==> config.mk <==
export PLATFORM = sky130hd
export DESIGN_NAME = keypad_scanner_param_flat
export DESIGN_NICKNAME = d
export VERILOG_FILES = /design/src/rtl/keypad_scanner_param_pkg.sv /design/src/rtl/keypad_scanner_param_if.sv /design/src/rtl/keypad_scanner_param_row_sync.sv /design/src/rtl/keypad_scanner_param.sv /design/src/flat_wrapper.sv
export SDC_FILE = /design/constraint.sdc
export NUM_CORES = 1
export LEC_CHECK = 0
export ABC_AREA = 1
export CORE_MARGIN = 5
export CORE_UTILIZATION = 40
export CTS_CLUSTER_DIAMETER = 200
export DETAILED_ROUTE_END_ITERATION = 7
export GPL_ROUTABILITY_DRIVEN = 0
export SYNTH_ARGS = -nofsm -noshare
export SYNTH_HDL_FRONTEND = slang
export SYNTH_SLANG_ARGS = --single-unit
==> constraint.sdc <==
create_clock -name clk -period 3.04 [get_ports clk]
set_input_delay 0.608 -clock clk [delete_from_list [all_inputs] [get_ports clk]]
set_output_delay 0.608 -clock clk [all_outputs]
set_load 0.05 [all_outputs]
==> src/rtl/keypad_scanner_param_pkg.sv <==
// Shared types and helpers for the parametrised keypad scanner.
package keypad_pkg;

  typedef enum logic [2:0] {
    IDLE     = 3'd0,
    SCAN     = 3'd1,
    DEBOUNCE = 3'd2,
    HELD     = 3'd3,
    REL_DB   = 3'd4,
    WAIT_CLR = 3'd5
  } state_t;

  // Wide enough for the largest supported keypad; callers slice to ROWS.
  localparam logic [15:0] ROW_IDLE = '1;

  function automatic int code_w(input int rows, input int cols);
    return (rows * cols > 1) ? $clog2(rows * cols) : 1;
  endfunction

endpackage

==> src/rtl/keypad_scanner_param_if.sv <==
// Keypad pin and key-event bundle between the scanner and the control logic.
interface keypad_scanner_param_if #(
  parameter int ROWS   = 4,
  parameter int COLS   = 4,
  parameter int CODE_W = keypad_pkg::code_w(ROWS, COLS)
);
  import keypad_pkg::*;

  logic [ROWS-1:0]   row;
  logic [COLS-1:0]   col;
  logic [CODE_W-1:0] key_code;
  logic              key_valid;
  logic              key_held;
  logic              key_release;
  logic              multi_err;
  state_t            state;

  // key_valid, key_release and multi_err are single-cycle strobes with no
  // ready/back-pressure: the consumer must take them in the cycle they are
  // high. key_code is stable from one key_valid until the next.
  modport master (
    input  row,
    output col, key_code, key_valid, key_held, key_release, multi_err, state
  );

  modport slave (
    output row,
    input  col, key_code, key_valid, key_held, key_release, multi_err, state
  );
endinterface

==> src/rtl/keypad_scanner_param_row_sync.sv <==
// Two-flop synchroniser for the asynchronous active-low row inputs; resets to all-1.
module keypad_row_sync #(
  parameter int ROWS = 4
) (
  input  logic            clk,
  input  logic            rst,
  input  logic [ROWS-1:0] d,
  output logic [ROWS-1:0] q
);
  logic [ROWS-1:0] meta;

  always_ff @(posedge clk) begin
    if (rst) begin
      meta <= '1;
      q    <= '1;
    end else begin
      meta <= d;
      q    <= meta;
    end
  end
endmodule

==> src/rtl/keypad_scanner_param.sv <==
// ROWS x COLS keypad scanner with debounce, held/release events and multi-key rejection.
// Optional auto-repeat is built when KEYPAD_REPEAT_EN is defined.
module keypad_scanner_param
  import keypad_pkg::*;
#(
  parameter int ROWS         = 4,
  parameter int COLS         = 4,
  parameter int DEBOUNCE_CYC = 15,
  parameter int SCAN_DWELL   = 3,
  parameter int REPEAT_DELAY = 500,
  parameter int REPEAT_RATE  = 100
) (
  input logic                   clk,
  input logic                   rst_n,
  keypad_scanner_param_if.master bus
);
  localparam int CODE_W  = code_w(ROWS, COLS);
  localparam int RW      = (ROWS > 1) ? $clog2(ROWS) : 1;
  localparam int CW      = (COLS > 1) ? $clog2(COLS) : 1;
  localparam int CNT_MAX = (DEBOUNCE_CYC > SCAN_DWELL) ? DEBOUNCE_CYC : SCAN_DWELL;
  localparam int CNT_W   = (CNT_MAX > 1) ? $clog2(CNT_MAX) : 1;
  localparam logic [CNT_W-1:0] DEB_LAST   = CNT_W'(DEBOUNCE_CYC - 1);
  localparam logic [CNT_W-1:0] DWELL_LAST = CNT_W'(SCAN_DWELL - 1);
  localparam logic [CW-1:0]    COL_LAST   = CW'(COLS - 1);
  localparam logic [ROWS-1:0]  ROW_ALL    = ROW_IDLE[ROWS-1:0];

  // The sync pipe is two cycles deep, so a column must dwell at least three.
  if (ROWS < 1 || ROWS > 16 || COLS < 1 || COLS > 16 || DEBOUNCE_CYC < 1 ||
      SCAN_DWELL < 3 || REPEAT_DELAY < 1 || REPEAT_RATE < 1) begin : g_bad_params
    $error("keypad_scanner_param: parameter out of range");
  end

  logic [ROWS-1:0] rs;

  keypad_row_sync #(.ROWS(ROWS)) u_row_sync (
    .clk (clk),
    .rst (rst_n),
    .d   (bus.row),
    .q   (rs)
  );

  state_t            state;
  logic [COLS-1:0]   col_q;
  logic [CODE_W-1:0] code_q;
  logic              valid_q, held_q, release_q, multi_q;
  logic [CNT_W-1:0]  cnt;
  logic [CW-1:0]     c_q;
  logic [RW-1:0]     r_q;
  logic [ROWS-1:0]   pat_q;
  logic [RW-1:0]     row_idx;
  logic              any_low, one_low;

  assign any_low = (rs != ROW_ALL);
  assign one_low = $onehot(~rs);

  always_comb begin
    row_idx = '0;
    for (int i = 0; i < ROWS; i++) begin
      if (!rs[i]) row_idx = RW'(i);
    end
  end

`ifdef KEYPAD_REPEAT_EN
  localparam int REP_MAX = (REPEAT_DELAY > REPEAT_RATE) ? REPEAT_DELAY : REPEAT_RATE;
  localparam int REP_W   = (REP_MAX > 1) ? $clog2(REP_MAX) : 1;
  localparam logic [REP_W-1:0] DELAY_LAST = REP_W'(REPEAT_DELAY - 1);
  localparam logic [REP_W-1:0] RATE_LAST  = REP_W'(REPEAT_RATE - 1);
  logic [REP_W-1:0] rep_cnt;
  logic             rep_first;
`endif

  always_ff @(posedge clk) begin
    if (rst_n) begin
      state     <= IDLE;
      col_q     <= '0;
      code_q    <= '0;
      valid_q   <= 1'b0;
      held_q    <= 1'b0;
      release_q <= 1'b0;
      multi_q   <= 1'b0;
      cnt       <= '0;
      c_q       <= '0;
      r_q       <= '0;
      pat_q     <= '1;
`ifdef KEYPAD_REPEAT_EN
      rep_cnt   <= '0;
      rep_first <= 1'b0;
`endif
    end else begin
      valid_q   <= 1'b0;
      release_q <= 1'b0;
      multi_q   <= 1'b0;
      case (state)
        IDLE: begin
          col_q <= '0;
          cnt   <= '0;
          if (any_low) begin
            state <= SCAN;
            c_q   <= '0;
            col_q <= ~COLS'(1);
          end
        end
        SCAN: begin
          if (cnt != DWELL_LAST) begin
            cnt <= cnt + 1'b1;
          end else begin
            cnt <= '0;
            if (one_low) begin
              r_q   <= row_idx;
              pat_q <= rs;
              state <= DEBOUNCE;
            end else if (any_low) begin
              multi_q <= 1'b1;
              col_q   <= '0;
              state   <= WAIT_CLR;
            end else if (c_q != COL_LAST) begin
              c_q   <= c_q + 1'b1;
              col_q <= ~(COLS'(1) << (c_q + 1'b1));
            end else begin
              col_q <= '0;
              state <= IDLE;
            end
          end
        end
        DEBOUNCE: begin
          if (rs != pat_q) begin
            col_q <= '0;
            cnt   <= '0;
            state <= IDLE;
          end else if (cnt == DEB_LAST) begin
            code_q  <= CODE_W'(int'(r_q) * COLS + int'(c_q));
            valid_q <= 1'b1;
            held_q  <= 1'b1;
            cnt     <= '0;
            state   <= HELD;
`ifdef KEYPAD_REPEAT_EN
            rep_cnt   <= '0;
            rep_first <= 1'b1;
`endif
          end else begin
            cnt <= cnt + 1'b1;
          end
        end
        HELD: begin
          if (rs == ROW_ALL) begin
            cnt   <= '0;
            state <= REL_DB;
`ifdef KEYPAD_REPEAT_EN
            rep_cnt <= '0;
`endif
          end
`ifdef KEYPAD_REPEAT_EN
          // First repeat waits the long delay, later ones the shorter rate.
          else if (rep_cnt == (rep_first ? DELAY_LAST : RATE_LAST)) begin
            valid_q   <= 1'b1;
            rep_cnt   <= '0;
            rep_first <= 1'b0;
          end else begin
            rep_cnt <= rep_cnt + 1'b1;
          end
`endif
        end
        REL_DB: begin
          if (rs != ROW_ALL) begin
            cnt   <= '0;
            state <= HELD;
          end else if (cnt == DEB_LAST) begin
            release_q <= 1'b1;
            held_q    <= 1'b0;
            col_q     <= '0;
            cnt       <= '0;
            state     <= IDLE;
          end else begin
            cnt <= cnt + 1'b1;
          end
        end
        WAIT_CLR: begin
          col_q <= '0;
          if (any_low) begin
            cnt <= '0;
          end else if (cnt == DEB_LAST) begin
            cnt   <= '0;
            state <= IDLE;
          end else begin
            cnt <= cnt + 1'b1;
          end
        end
        default: begin
          col_q <= '0;
          cnt   <= '0;
          state <= IDLE;
        end
      endcase
    end
  end

  assign bus.col         = col_q;
  assign bus.key_code    = code_q;
  assign bus.key_valid   = valid_q;
  assign bus.key_held    = held_q;
  assign bus.key_release = release_q;
  assign bus.multi_err   = multi_q;
  assign bus.state       = state;
endmodule

==> src/flat_wrapper.sv <==
// flat-port wrapper written by rule: the top's interface ports become plain ports
module keypad_scanner_param_flat import keypad_pkg::*;
#(
  parameter int ROWS         = 4,
  parameter int COLS         = 4,
  parameter int DEBOUNCE_CYC = 15,
  parameter int SCAN_DWELL   = 3,
  parameter int REPEAT_DELAY = 500,
  parameter int REPEAT_RATE  = 100
)
  (clk, rst_n, bus_row, bus_col, bus_key_code, bus_key_valid, bus_key_held, bus_key_release, bus_multi_err, bus_state);
  keypad_scanner_param_if #(.ROWS(ROWS), .COLS(COLS), .CODE_W((4))) bus_i ();
  input logic clk;
  input logic rst_n;
  input wire logic [$bits(bus_i.row)-1:0] bus_row;
  output wire logic [$bits(bus_i.col)-1:0] bus_col;
  output wire logic [$bits(bus_i.key_code)-1:0] bus_key_code;
  output wire logic [$bits(bus_i.key_valid)-1:0] bus_key_valid;
  output wire logic [$bits(bus_i.key_held)-1:0] bus_key_held;
  output wire logic [$bits(bus_i.key_release)-1:0] bus_key_release;
  output wire logic [$bits(bus_i.multi_err)-1:0] bus_multi_err;
  output wire logic [$bits(bus_i.state)-1:0] bus_state;
  assign bus_i.row = bus_row;
  assign bus_col = bus_i.col;
  assign bus_key_code = bus_i.key_code;
  assign bus_key_valid = bus_i.key_valid;
  assign bus_key_held = bus_i.key_held;
  assign bus_key_release = bus_i.key_release;
  assign bus_multi_err = bus_i.multi_err;
  assign bus_state = bus_i.state;
  keypad_scanner_param #(.ROWS(ROWS), .COLS(COLS), .DEBOUNCE_CYC(DEBOUNCE_CYC), .SCAN_DWELL(SCAN_DWELL), .REPEAT_DELAY(REPEAT_DELAY), .REPEAT_RATE(REPEAT_RATE)) u_core (.clk(clk), .rst_n(rst_n), .bus(bus_i));
endmodule
Word-level counts from Yosys, hierarchy flattened
Cells that the tools add are included.
Widths: inputs -> output; s select.
{ "word_totals": {"register_bits": 35, "out_inout_bits": 15, "word_cells": 110} }
{ "classes": {"n_addsub": 6, "eq_ne": 26, "n_shift": 1, "mux": 43, "n_bitwise": 8, "reduce_logical": 13} }
{ "ops": {"columns": ["op", "n"], "rows": [
  ["$mux 4", 13],
  ["$mux 3", 11],
  ["$pmux 4 s5", 1],
  ["$pmux 3 s6", 1],
  ["$reduce_and 6->1", 3],
  ["$pmux 4 s4", 1],
  ["$mux 2", 7],
  ["$ne 2x2->1 const B", 7],
  ["$ne 2x1->1 const B", 6],
  ["$eq 4x4->1 const B", 2],
  ["$ne 4x2->1 const B", 2],
  ["$not 4->4", 2],
  ["$mux 1", 7],
  ["$eq 3x1->1 const B", 2],
  ["$eq 3x2->1 const B", 2],
  ["$eq 3x3->1 const B", 2],
  ["$not 1->1", 6],
  ["$reduce_and 3->1", 2],
  ["$reduce_or 3->1", 2],
  ["$reduce_and 5->1", 1],
  ["$add 1x1->2", 2],
  ["$add 4x1->4 const B", 1],
  ["$add 4x2->4", 1],
  ["$ne 4x4->1", 1],
  ["11 further kinds", 12]
]} }

Longest topological paths before layout
Gate-level depths: netlist of the first run.
{ "logic_depth": {"ltp_word": 8, "ltp_mapped": 13, "ltp_nobuf": 13} }

By module
Synthesis of the first run repeated with hierarchy kept, for this count alone.
{ "unflattened": {"cells_unflattened": 243, "area_unflattened_um2": 1829.3} }
{ "by_module_without_submodules": {"columns": ["mod", "instances", "cells_per_inst", "area_each_um2"], "rows": [
  ["keypad_scanner_param", 1, 218, 1605.3],
  ["keypad_row_sync", 1, 25, 224.0]
]} }

Least setup slack after synthesis of the first run
OpenSTA, ideal clock, no wires.
{ "synth_timing": {"path_kind": "flip-flop to flip-flop", "start": "reg u_core.u_row_sync.q[2]", "end": "reg u_core.r_q[0]", "setup_time_ns": 0.117, "t_arrival_ns": 2.090, "path_slack_ns": 0.833, "stages_incl_launch_ff": 13, "path_cell_list": "dfxtp_1 inv_1 ha_1 ha_1 fa_1 nor2_1 nand2_1 inv_1 nand2_1 nor2_1 nand2_1 a21oi_1 nor2_1"} }
{ "synth_between": {"elab_chain_len": 5} }
{ "synth_rtl": {"columns": ["item", "line_no", "text"], "rows": [
  ["from (decl)", "keypad_scanner_param_row_sync.sv:8", "output logic [ROWS-1:0] q"],
  ["from (signal assigned)", "keypad_scanner_param_row_sync.sv:18", "q <= meta;"],
  ["$not 4->4", "keypad_scanner_param.sv:54", "assign one_low = $onehot(~rs);"],
  ["$add 1x1->2 (implied by the code)", "keypad_scanner_param.sv:54", null],
  ["$add 3x3->3 (implied by the code)", "keypad_scanner_param.sv:54", null],
  ["$eq 3x1->1", "keypad_scanner_param.sv:54", null],
  ["$reduce_and 3->1 (no source line)", null, null],
  ["to (signal assigned)", "keypad_scanner_param.sv:109", "r_q <= row_idx;"],
  ["to (decl)", "keypad_scanner_param.sv:48", "logic [RW-1:0] r_q;"]
]} }
Parallel ways exist; a longest one is shown, timed or not.
A chain may end at the register's enable or synchronous reset.

Final worst setup path of the first run
Ends and elaborated chain as after synthesis.

==> results by group, run 1 <==
Status
  – Outcome: completed

Global routing
  – Congestion Overflow GR: 0
  – Total GRT Usage: ~15%
  – Vias in the first global route: around 1.7k
  – Antenna violations before repair: 0
  – Global-route wire length before repair: around 7600 um
  – Pin count of the biggest net entering global routing: 17

Pwr
  – Leakage: 1.19 nW
  – Max VDD drop: 316 uV
  – P per Cell Area: about 650 nW/um2
  – Overall Power: approximately 0.0015 W

Setup path
  – Cell count of the worst reg-to-reg path: 12
  – R2R setup slack: roughly 600 ps
  – Kind of critical path: reg2reg
  – CP Launch Type: register
  – Crit path DAT: 2630 ps
  – Crit path capture type: register
  – Worst Path Required: around 3200 ps
  – Largest stage delay on the critical path: 430 ps
  – CP max stage cell: fa_1
  – RR Startpoint: u_core.u_row_sync.q[2]
  – CP max FO: 5
  – Crit-path cells: inv_1, ha_1, ha_1, fa_1, nor2_1, nand2_1, inv_1, nand2_1, nor2_1, nand2_1, a21oi_1, nor2_1
  – Worst r2r dst: u_core.r_q[0]

Synth
  – Cell area after synthesis: between 1500 and 2000 um2
  – Yosys warnings: 0
  – Synth top area cells: dfxtp_1 36%, nand2_1 11%, nor2_1 9.8%
  – Yosys cell types: 31
  – Post-Syn Nets: 298
  – Avg Inst Size Synth: approximately 7.0 um2
  – #FFs+latches synth: 35
  – Part of the Yosys area used for sequential elements: a little over a third
  – Synth Instances: between 200 and 300
  – Top cell type by total area after synthesis: dfxtp_1
  – Post-synth top area share: 35.8%

Timing
  – Setup violations, final: 0
  – Highest Clock Rate: between 400 and 500 MHz
  – Clock skew: 5.08 ps
  – Worst slew pin tran: 515 ps
  – Min cycle time layout: 2440 ps
  – Final setup TNS: 0 ps
  – Final hold violation count: 0
  – Crit share post-route: 80.4%
  – Slew Limit Fails: 0
  – RSZ-0062 raised after global routing: false
  – Max_slew headroom: roughly two thirds

Job
  – Max Cap Violations: 0

Clock network
  – Clock-pin slew on the worst setup and hold paths: 80 ps
  – Post-CTS setup buffers: 0
  – CTS tree: built
  – Root Buffer: clkbuf_8
  – CTS buffer count: 5
  – Post-CTS Resized: 0
  – Maximum clock path buffer count: 2
  – H-tree lvl count: 2
  – Hold Buf Count CTS: 0
  – Latest clock arrival within the worst-skew pair: around 290 ps
  – CTS sink count: 35

Min path
  – Class of the worst hold path: reg2reg
  – Hold depth: 1
  – Hold Path End: u_core.u_row_sync.q[3]
  – Hold wc startpoint: u_core.u_row_sync.meta[3]

Routing
  – # DRC: 0
  – Post-DRT Antenna Nets: 0
  – Wire per inst: roughly 12 um
  – 1st-iter DRT viols: about 150
  – Vias post-DR: about 1.8k
  – Vias per cell: 4.84
  – Pre-antenna DRT Iters: 4
  – Total wire length: between 4000 and 5000 um

Placement
  – Placed Area: ~2200 um2
  – I/O Buffers: 20
  – Dpl hpwl: about 3200 um

Cells and area
  – Fin area: roughly 2300 um2
  – Antenna Cells: 0
  – Final Core Density: between 40% and 50%
  – Share of cells above drive strength 1: 11.1%
  – Area delta synth->final: 19.3%
  – Net count, final: roughly 320

Floorplanning
  – Initial Utilization: 41.4%
  – Height of the die: between 70 and 80 um
  – Row cnt: 25
  – DIE AREA: ~6400 um2
  – IO Pins: 21
  – Die width: 79.9 um
  – Area of the core: 4720 um2
[report_power, final]
part	internal, W	leakage (nW)	switching [W]
sequential	0.000503	0.285	0.0000420
clock	0.000270	0.0618	0.000181
combinational	0.000176	0.843	0.000357
total	0.000948	1.19	0.000579
[layout make-up]
class                      instances  area, um2
clock buffer                       6       82.6
clock inverter                     2       38.8
fill                             478       2390
inverter                          39        146
multi-input combinational        201       1070
sequential                        35        701
tap                               67       83.8
timing repair buffer              22        215
[cells by family after synthesis]
| kind of cell | share of synthesized area, % |
|---|---|
| DFF | 35.8 |
| and+or+nand+nor | 39.4 |
| adders and majority gates | 7.42 |
| xor gates and xnor gates | 0.448 |
| AOI/OAI and AO/OA | 7.29 |
| buffers and inverters | 9.65 |
[placed cells by master, fill, tap and decap left out]
| master | instances |
|---|---|
| ha_1 | 10 |
| clkdlybuf4s50_1 | 20 |
| nand2_2 | 2 |
| or2_2 | 8 |
| bufinv_16 | 1 |
| nor2_2 | 3 |
| nand3_2 | 4 |
| inv_2 | 3 |
| clkbuf_8 | 6 |
| nand3_4 | 1 |
| dfxtp_1 | 35 |
| xor2_1 | 1 |
| and2_1 | 1 |
| nand3_1 | 29 |
| o211ai_1 | 4 |
| o21ai_0 | 9 |
| fa_1 | 1 |
| a31oi_1 | 1 |
| inv_1 | 35 |
| inv_6 | 1 |
| nor2_1 | 51 |
| a21oi_1 | 7 |
| nor3_4 | 1 |
| nand2_1 | 55 |
| a21oi_4 | 1 |
| nor2_4 | 1 |
| o21ai_1 | 2 |
| nand3b_1 | 1 |
| nand4_1 | 6 |
| buf_4 | 2 |
| nor3_1 | 2 |
| clkinv_1 | 1 |
[flip-flops by register name (all words and copies together), names as in the netlist, 2 cells and up]
name / flops
u_core.bus.key_code: 4
u_core.bus.state: 3
u_core.pat_q: 4
u_core.c_q: 2
u_core.cnt: 4
u_core.r_q: 2
u_core.u_row_sync.q: 4
u_core.bus.col: 4
u_core.u_row_sync.meta: 4
[metrics by stage]
step,worst slack [ps],instances,hold WS (ps)
floorplan,833,281,389
global placement,692,364,392
detailed placement,612,364,394
CTS,597,372,412
global route,323,372,427
finish,596,372,410
[critical path: cells and delay by family (launching register included)]
family,cells,cell delay [ps]
compound gates,1,140
buf+inv,2,180
simple gates,6,740
flops,1,380
fa+ha+maj,3,910
[metal layers]
| metal | track usage (%) | routed length [um] | vias to the layer above |
|---|---|---|---|
| li1 | - | - | 938 |
| met5 | 0 | 0 | - |
| met4 | 6.25 | 86 | 0 |
| met3 | 3.61 | 261 | 9 |
| met2 | 22.4 | 1840 | 55 |
| met1 | 20.7 | 2090 | 797 |
[cells in the mapped netlist, drive strengths merged]
cell type  number
buf             4
nand3b          1
clkbuf          2
dfxtp          35
xor2            1
clkinv          1
and2            1
nand2          57
nand4           6
a31oi           1
nand3          34
fa              1
or2             8
nor2           55
nor3            3
a21oi           8
inv            38
o21ai          11
ha             10
o211ai          4
[worst max-delay path by stage]
stage	start	end	slack (ps)	cells past startpoint
detailed placement	u_core.u_row_sync.q[0]	u_core.r_q[0]	610	12
floorplan	u_core.u_row_sync.q[2]	u_core.r_q[0]	830	12
global placement	u_core.u_row_sync.q[2]	u_core.r_q[0]	690	12
global route	u_core.u_row_sync.q[0]	u_core.r_q[0]	320	12
finish	u_core.u_row_sync.q[2]	u_core.r_q[0]	600	12
CTS	u_core.u_row_sync.q[0]	u_core.r_q[0]	600	12
Note: power is estimated with default switching activity, not from simulation.
==> run 2: changes to the inputs <==
==> constraint.sdc (replaced) <==
create_clock -name clk -period 2 [get_ports clk]
set_input_delay 0.4 -clock clk [delete_from_list [all_inputs] [get_ports clk]]
set_output_delay 0.4 -clock clk [all_outputs]
set_load 0.05 [all_outputs]
==> results by group, run 2 (synthesized netlist as in run 1, its figures left out) <==
Clock network
  – Hold Buf Count CTS: 0 (unchanged)
  – Maximum clock path buffer count: 2 (unchanged)
  – CTS sink count: 35 (unchanged)
  – CTS buffer count: 5 (unchanged)
  – Latest clock arrival within the worst-skew pair: 290 ps (about the same)
  – Root Buffer: clkbuf_8 (unchanged)
  – CTS tree: built (unchanged)
  – Clock-pin slew on the worst setup and hold paths: 70 ps (was 80 ps)
  – H-tree lvl count: 2 (unchanged)

Setup path
  – Kind of critical path: reg2reg (unchanged)
  – Cell count of the worst reg-to-reg path: 13 (was 12)
  – CP max FO: 4 (was 5)
  – CP endpoint: u_core.bus.col[3] (was u_core.r_q[0])
  – CP max stage cell: fa_1 (unchanged)
  – R2R setup slack: -70 ps (was 600 ps)
  – Worst Setup SP: u_core.u_row_sync.q[3] (was u_core.u_row_sync.q[2])
  – Worst Path Required: 2190 ps (was 3230 ps)
  – Crit path DAT: 2250 ps (was 2630 ps)
  – Buf+Inv Stages, Crit Path: 2 (unchanged)
  – Worst r2r dst: u_core.bus.col[3] (was u_core.r_q[0])
  – Largest stage delay on the critical path: 470 ps (was 430 ps)
  – Crit-path cells: inv_2, ha_4, ha_4, fa_1, nor2_1, nand2_1, inv_2, nand2_4, nand3_4, nor2_4, nand3_1, nand2_1, nor2_1 (was inv_1, ha_1, ha_1, fa_1, nor2_1, nand2_1, inv_1, nand2_1, nor2_1, nand2_1, a21oi_1, nor2_1)
  – CP Launch Type: register (unchanged)
  – Crit path capture type: register (unchanged)
  – RR Startpoint: u_core.u_row_sync.q[3] (was u_core.u_row_sync.q[2])
  – Worst path depth: 13 (was 12)
  – Cell family with most CP delay: adder cells (unchanged)

Floorplanning
  – Area of the core: 4720 um2 (unchanged)
  – Die width: 79.9 um (unchanged)
  – DIE AREA: 6390 um2 (unchanged)
  – Height of the die: 79.9 um (unchanged)
  – IO Pins: 21 (unchanged)
  – Initial Utilization: 41.4% (unchanged)
  – Row cnt: 25 (unchanged)

Pwr
  – Combinational power share: 40.2% (was 34.8%)
  – Overall Power: 0.00223 W (was 0.00153 W)
  – Clk network pwr share: 22.9% (was 29.5%)
  – Sw Share: 40.9% (was 37.9%)
  – Max VDD drop: 413 uV (was 316 uV)
  – P per Cell Area: 889 nW/um2 (was 654 nW/um2)
  – Sw power: 0.000911 W (was 0.000579 W)
  – Seq pwr share: 36.9% (was 35.7%)
  – Leakage: 1.24 nW (was 1.19 nW)
  – Int Power: 0.00132 W (was 0.000948 W)

Global routing
  – Congestion Overflow GR: 0 (unchanged)
  – Vias in the first global route: 1741 (was 1683)
  – Global-route wire length before repair: 7900 um (was 7630 um)
  – Antenna violations before repair: 0 (unchanged)
  – Pin count of the biggest net entering global routing: 16 (was 17)
  – Total GRT Usage: 15.7% (was 15.1%)

Routing
  – # DRC: 0 (unchanged)
  – Vias per cell: 4.68 (was 4.84)
  – Vias post-DR: 1812 (was 1799)
  – Total wire length: 4500 um (was 4280 um)
  – Wire per inst: 11.6 um (was 11.5 um)
  – Post-DRT Antenna Nets: 0 (unchanged)
  – 1st-iter DRT viols: 120 (was 149)
  – Pre-antenna DRT Iters: 4 (unchanged)

Timing
  – Slew Limit Fails: 0 (unchanged)
  – Clock skew: 7.34 ps (was 5.08 ps)
  – Crit share post-route: 103% (was 80.4%)
  – Highest Clock Rate: 484 MHz (was 409 MHz)
  – Post-route setup slack: -65.5 ps (was 596 ps)
  – Worst slew pin tran: 509 ps (was 515 ps)
  – Setup violations, final: 9 (was 0)
  – Max_slew headroom: 65.9% (was 65.6%)
  – Min cycle time layout: 2070 ps (was 2440 ps)
  – Final hold violation count: 0 (unchanged)
  – RSZ-0062 raised after global routing: true (was false)

Placement
  – Dpl hpwl: 3480 um (was 3180 um)
  – I/O Buffers: 20 (unchanged)
  – Placed Area: 2380 um2 (was 2210 um2)

Cells and area
  – Filler cells: 486 (was 478)
  – Antenna Cells: 0 (unchanged)
  – Net count, final: 336 (was 321)
  – Fin area: 2500 um2 (was 2330 um2)
  – Most common cell after layout, fill and taps aside: nand2_1 (unchanged)
  – Most frequent cells in the layout: 53 x nand2_1, 49 x nor2_1, 31 x dfxtp_1 (was 55 x nand2_1, 51 x nor2_1, 35 x inv_1, 35 x dfxtp_1, 29 x nand3_1)
  – Area delta synth->final: 28.0% (was 19.3%)
  – Share of cells above drive strength 1: 22.2% (was 11.1%)

Status
  – Failing checks: setup timing
  – Outcome: complete, but fails checks (was completed)

Min path
  – Class of the worst hold path: reg2reg (unchanged)

Job
  – Max Cap Violations: 0 (unchanged)
run 2: worst min path at each step:
stage | endpoint | depth (start not counted) | startpoint
6_report | u_core.u_row_sync.q[0] | 1 | u_core.u_row_sync.meta[0]
5_1_grt | u_core.u_row_sync.q[1] | 1 | u_core.u_row_sync.meta[1]
4_1_cts | u_core.u_row_sync.q[0] | 1 | u_core.u_row_sync.meta[0]
3_5_place_dp | u_core.u_row_sync.q[0] | 1 | u_core.u_row_sync.meta[0]
3_3_place_gp | u_core.u_row_sync.q[0] | 1 | u_core.u_row_sync.meta[0]
2_1_floorplan | u_core.u_row_sync.q[0] | 1 | u_core.u_row_sync.meta[0]
run 2: timing repair:
action / CTS / global route
hold endpoints to repair: 0 / 0
buffers inserted: 0 / 1
gates resized for setup: 3 / 6
endpoints found under the setup margin: 13 / 16
pin swaps: 5 / 1
run 2: area by class of cell:
type | instances | area [um2] | area share [%]
Clock inverter | 3 | 20.0 | 0.799
Tap cell | 67 | 83.8 | 3.35
Multi-Input combinational cell | 201 | 1150 | 46.1
Sequential cell | 35 | 706 | 28.2
Inverter | 39 | 146 | 5.84
Timing Repair Buffer | 37 | 327 | 13.0
Clock buffer | 5 | 68.8 | 2.75
run 2: through the flow:
step / TNS [ps] / std cells / util, % / setup WS (ps) / hold WS (ps)
final: -457 / 387 / 53.0 / -65.5 / 411
after global routing: -2600 / 387 / 53.0 / -205 / 431
after CTS: -532 / 386 / 52.6 / -78.4 / 413
after detailed placement: -591 / 378 / 50.5 / -96.1 / 394
after global placement: -420 / 378 / 50.5 / -85.5 / 390
after floorplan: -85.4 / 281 / - / -21.7 / 389
run 2: power by group through the flow:
stage | logic [W] | clock network, W | registers [W]
3_3_place_gp | 0.000871 | 0 | 0.000837
4_1_cts | 0.000879 | 0.000526 | 0.000824
5_1_grt | 0.000984 | 0.000570 | 0.000835
2_1_floorplan | 0.000519 | 0 | 0.000986
6_report | 0.000895 | 0.000509 | 0.000823
3_5_place_dp | 0.000874 | 0 | 0.000840
run 2: layer usage:
layer,vias up,track usage [%],share of wire (%)
met2,48,23.2,43
met1,792,21.3,49
met3,8,4.74,6.0
met5,-,0,0
met4,0,6.42,1.5
li1,964,-,-
==> run 3: changes to the inputs <==
--- a/config.mk
+++ b/config.mk
@@ -11,6 +11,7 @@
 export CTS_CLUSTER_DIAMETER = 200
 export DETAILED_ROUTE_END_ITERATION = 7
 export GPL_ROUTABILITY_DRIVEN = 0
+export RECOVER_POWER = 100
 export SYNTH_ARGS = -nofsm -noshare
 export SYNTH_HDL_FRONTEND = slang
 export SYNTH_SLANG_ARGS = --single-unit
==> results by group, run 3 (synthesized netlist as in run 1, its figures left out) <==
Status
  – Outcome: complete, but fails checks (unchanged)
  – Failing checks: setup timing (unchanged)

Timing
  – Highest Clock Rate: 484 MHz (about the same)
  – Worst hold slack: 410 ps (was 411 ps)
  – Clock skew: 6.81 ps (was 7.34 ps)
  – RSZ-0062 raised after global routing: true (unchanged)
  – Slew Limit Fails: 0 (unchanged)
  – Final hold violation count: 0 (unchanged)
  – Min cycle time layout: 2070 ps (about the same)
  – Setup violations, final: 10 (was 9)
  – Max_slew headroom: 55.7% (was 65.9%)
  – Crit share post-route: 103% (about the same)
  – Post-route setup slack: -68.1 ps (was -65.5 ps)
  – Worst slew pin tran: 665 ps (was 509 ps)

Placement
  – Cell Count Post-Placement: 378 (unchanged)
  – I/O Buffers: 20 (unchanged)
  – Dpl hpwl: 3480 um (unchanged)

Pwr
  – P per Cell Area: 894 nW/um2 (was 889 nW/um2)
  – Max VDD drop: 413 uV (about the same)
  – Leakage: 1.23 nW (was 1.24 nW)

Routing
  – Wire per inst: 11.7 um (was 11.6 um)
  – Pre-antenna DRT Iters: 5 (was 4)
  – # DRC: 0 (unchanged)
  – Post-DRT Antenna Nets: 0 (unchanged)
  – Total wire length: 4520 um (was 4500 um)
  – Vias post-DR: 1844 (was 1812)
  – Vias per cell: 4.76 (was 4.68)
  – 1st-iter DRT viols: 142 (was 120)

Clock network
  – H-tree lvl count: 2 (unchanged)
  – Hold Buf Count CTS: 0 (unchanged)
  – Latest clock arrival within the worst-skew pair: 290 ps (about the same)
  – CTS tree: built (unchanged)
  – CTS sink count: 35 (unchanged)
  – CTS buffer count: 5 (unchanged)
  – Clock-pin slew on the worst setup and hold paths: 70 ps (about the same)
  – Root Buffer: clkbuf_8 (unchanged)
  – Maximum clock path buffer count: 2 (unchanged)

Global routing
  – Gr busiest metal: met2 (unchanged)
  – Global-route wire length before repair: 7900 um (unchanged)
  – Antenna violations before repair: 0 (unchanged)
  – Pin count of the biggest net entering global routing: 16 (unchanged)
  – Routing usage on met3: 4.74% (unchanged)
  – Congestion Overflow GR: 0 (unchanged)
  – Met1 GRT Util: 21.3% (unchanged)
  – Total GRT Usage: 15.7% (unchanged)
  – Routing usage on met2: 23.2% (unchanged)
  – Vias in the first global route: 1741 (unchanged)

Cells and area
  – Final Core Density: 52.5% (was 53.0%)
  – Antenna Cells: 0 (unchanged)
  – Area delta synth->final: 26.7% (was 28.0%)
  – FF+latch area: 706 um2 (unchanged)
  – Share of cells above drive strength 1: 20.0% (was 22.2%)
  – Fin cells: 387 (unchanged)
  – Area of the multi-input gates: 1150 um2 (about the same)
  – Most common cell after layout, fill and taps aside: nand2_1 (unchanged)
  – Net count, final: 336 (unchanged)
  – Filler cells: 493 (was 486)
  – Most frequent cells in the layout: 54 x nand2_1, 49 x nor2_1, 31 x inv_1, 31 x dfxtp_1, 28 x nand3_1 (was 53 x nand2_1, 49 x nor2_1, 31 x dfxtp_1)

Setup path
  – Cell family with most CP delay: adder cells (unchanged)
  – CP max stage cell: fa_1 (unchanged)
  – Crit-path cells: inv_2, ha_4, ha_4, fa_1, nor2_1, nand2_1, inv_2, nand2_4, nand3_4, nor2_4, nand3_1, nand2_1, nor2_1 (unchanged)
  – Crit path capture type: register (unchanged)
  – CP max FO: 4 (unchanged)
  – Kind of critical path: reg2reg (unchanged)
  – Worst Path Required: 2190 ps (about the same)
  – Buf+Inv Stages, Crit Path: 2 (unchanged)
  – Largest stage delay on the critical path: 470 ps (about the same)
  – Crit path DAT: 2260 ps (was 2250 ps)
  – CP Launch Type: register (unchanged)

Floorplanning
  – DIE AREA: 6390 um2 (unchanged)
  – IO Pins: 21 (unchanged)
  – Row cnt: 25 (unchanged)
  – Initial Utilization: 41.4% (unchanged)
  – Die width: 79.9 um (unchanged)
  – Height of the die: 79.9 um (unchanged)
  – Area of the core: 4720 um2 (unchanged)

Job
  – Max Cap Violations: 0 (unchanged)

Min path
  – Class of the worst hold path: reg2reg (unchanged)
-- run 3: cell types whose count changed in the layout (fill, tap and decap cells not counted), sizes merged --
cell           change
clkdlybuf4s50      -3
clkbuf             +5
dlygate4sd3        +3
buf                -5
-- run 3: repair_timing --
action                                  CTS  global route
setup buffers                             0             1
hold endpoints to repair                  0             0
endpoints found under the setup margin   13            16
gates resized for setup                   3             6
pin swaps                                 5             1
-- run 3: stage by stage --
step                      total power [W]  setup slack (ps)  TNS [ps]  instance area (um2)
after floorplan                   0.00150             -21.7     -85.4                 2030
after global placement            0.00171             -85.5      -420                 2380
after detailed placement          0.00171             -96.1      -591                 2380
after CTS                         0.00223             -78.4      -532                 2480
after global routing              0.00238              -208     -2680                 2480
final                             0.00222             -68.1      -525                 2480
-- run 3: power by group --
part	internal, W	switching (W)	total, W
clock	0.000242	0.000268	0.000510
combinational	0.000298	0.000585	0.000883
sequential	0.000766	0.0000571	0.000823
-- run 3: layer usage --
| layer | wire length [um] | vias up | share of wire, % |
|---|---|---|---|
| li1 | - | 964 | - |
| met1 | 2190 | 817 | 48 |
| met2 | 1990 | 55 | 44 |
| met3 | 276 | 8 | 6.1 |
| met4 | 68 | 0 | 1.5 |
| met5 | 0 | - | 0 |
-- run 3: layout make-up --
class,count,area share [%]
timing repair buffer,37,12.4
sequential,35,28.5
clock inverter,3,0.808
inverter,39,5.91
tap,67,3.38
multi-input combinational,201,46.2
clock buffer,5,2.78
-- run 3: worst paths after layout --
kind | from | to | depth (start not counted) | slack (ps)
hold reg to reg | u_core.u_row_sync.meta[0] | u_core.u_row_sync.q[0] | 1 | 410
hold / removal | u_core.u_row_sync.meta[0] | u_core.u_row_sync.q[0] | 1 | 410
setup / recovery | u_core.u_row_sync.q[3] | u_core.bus.col[3] | 13 | -70
setup reg to reg | u_core.u_row_sync.q[3] | u_core.bus.col[3] | 13 | -70
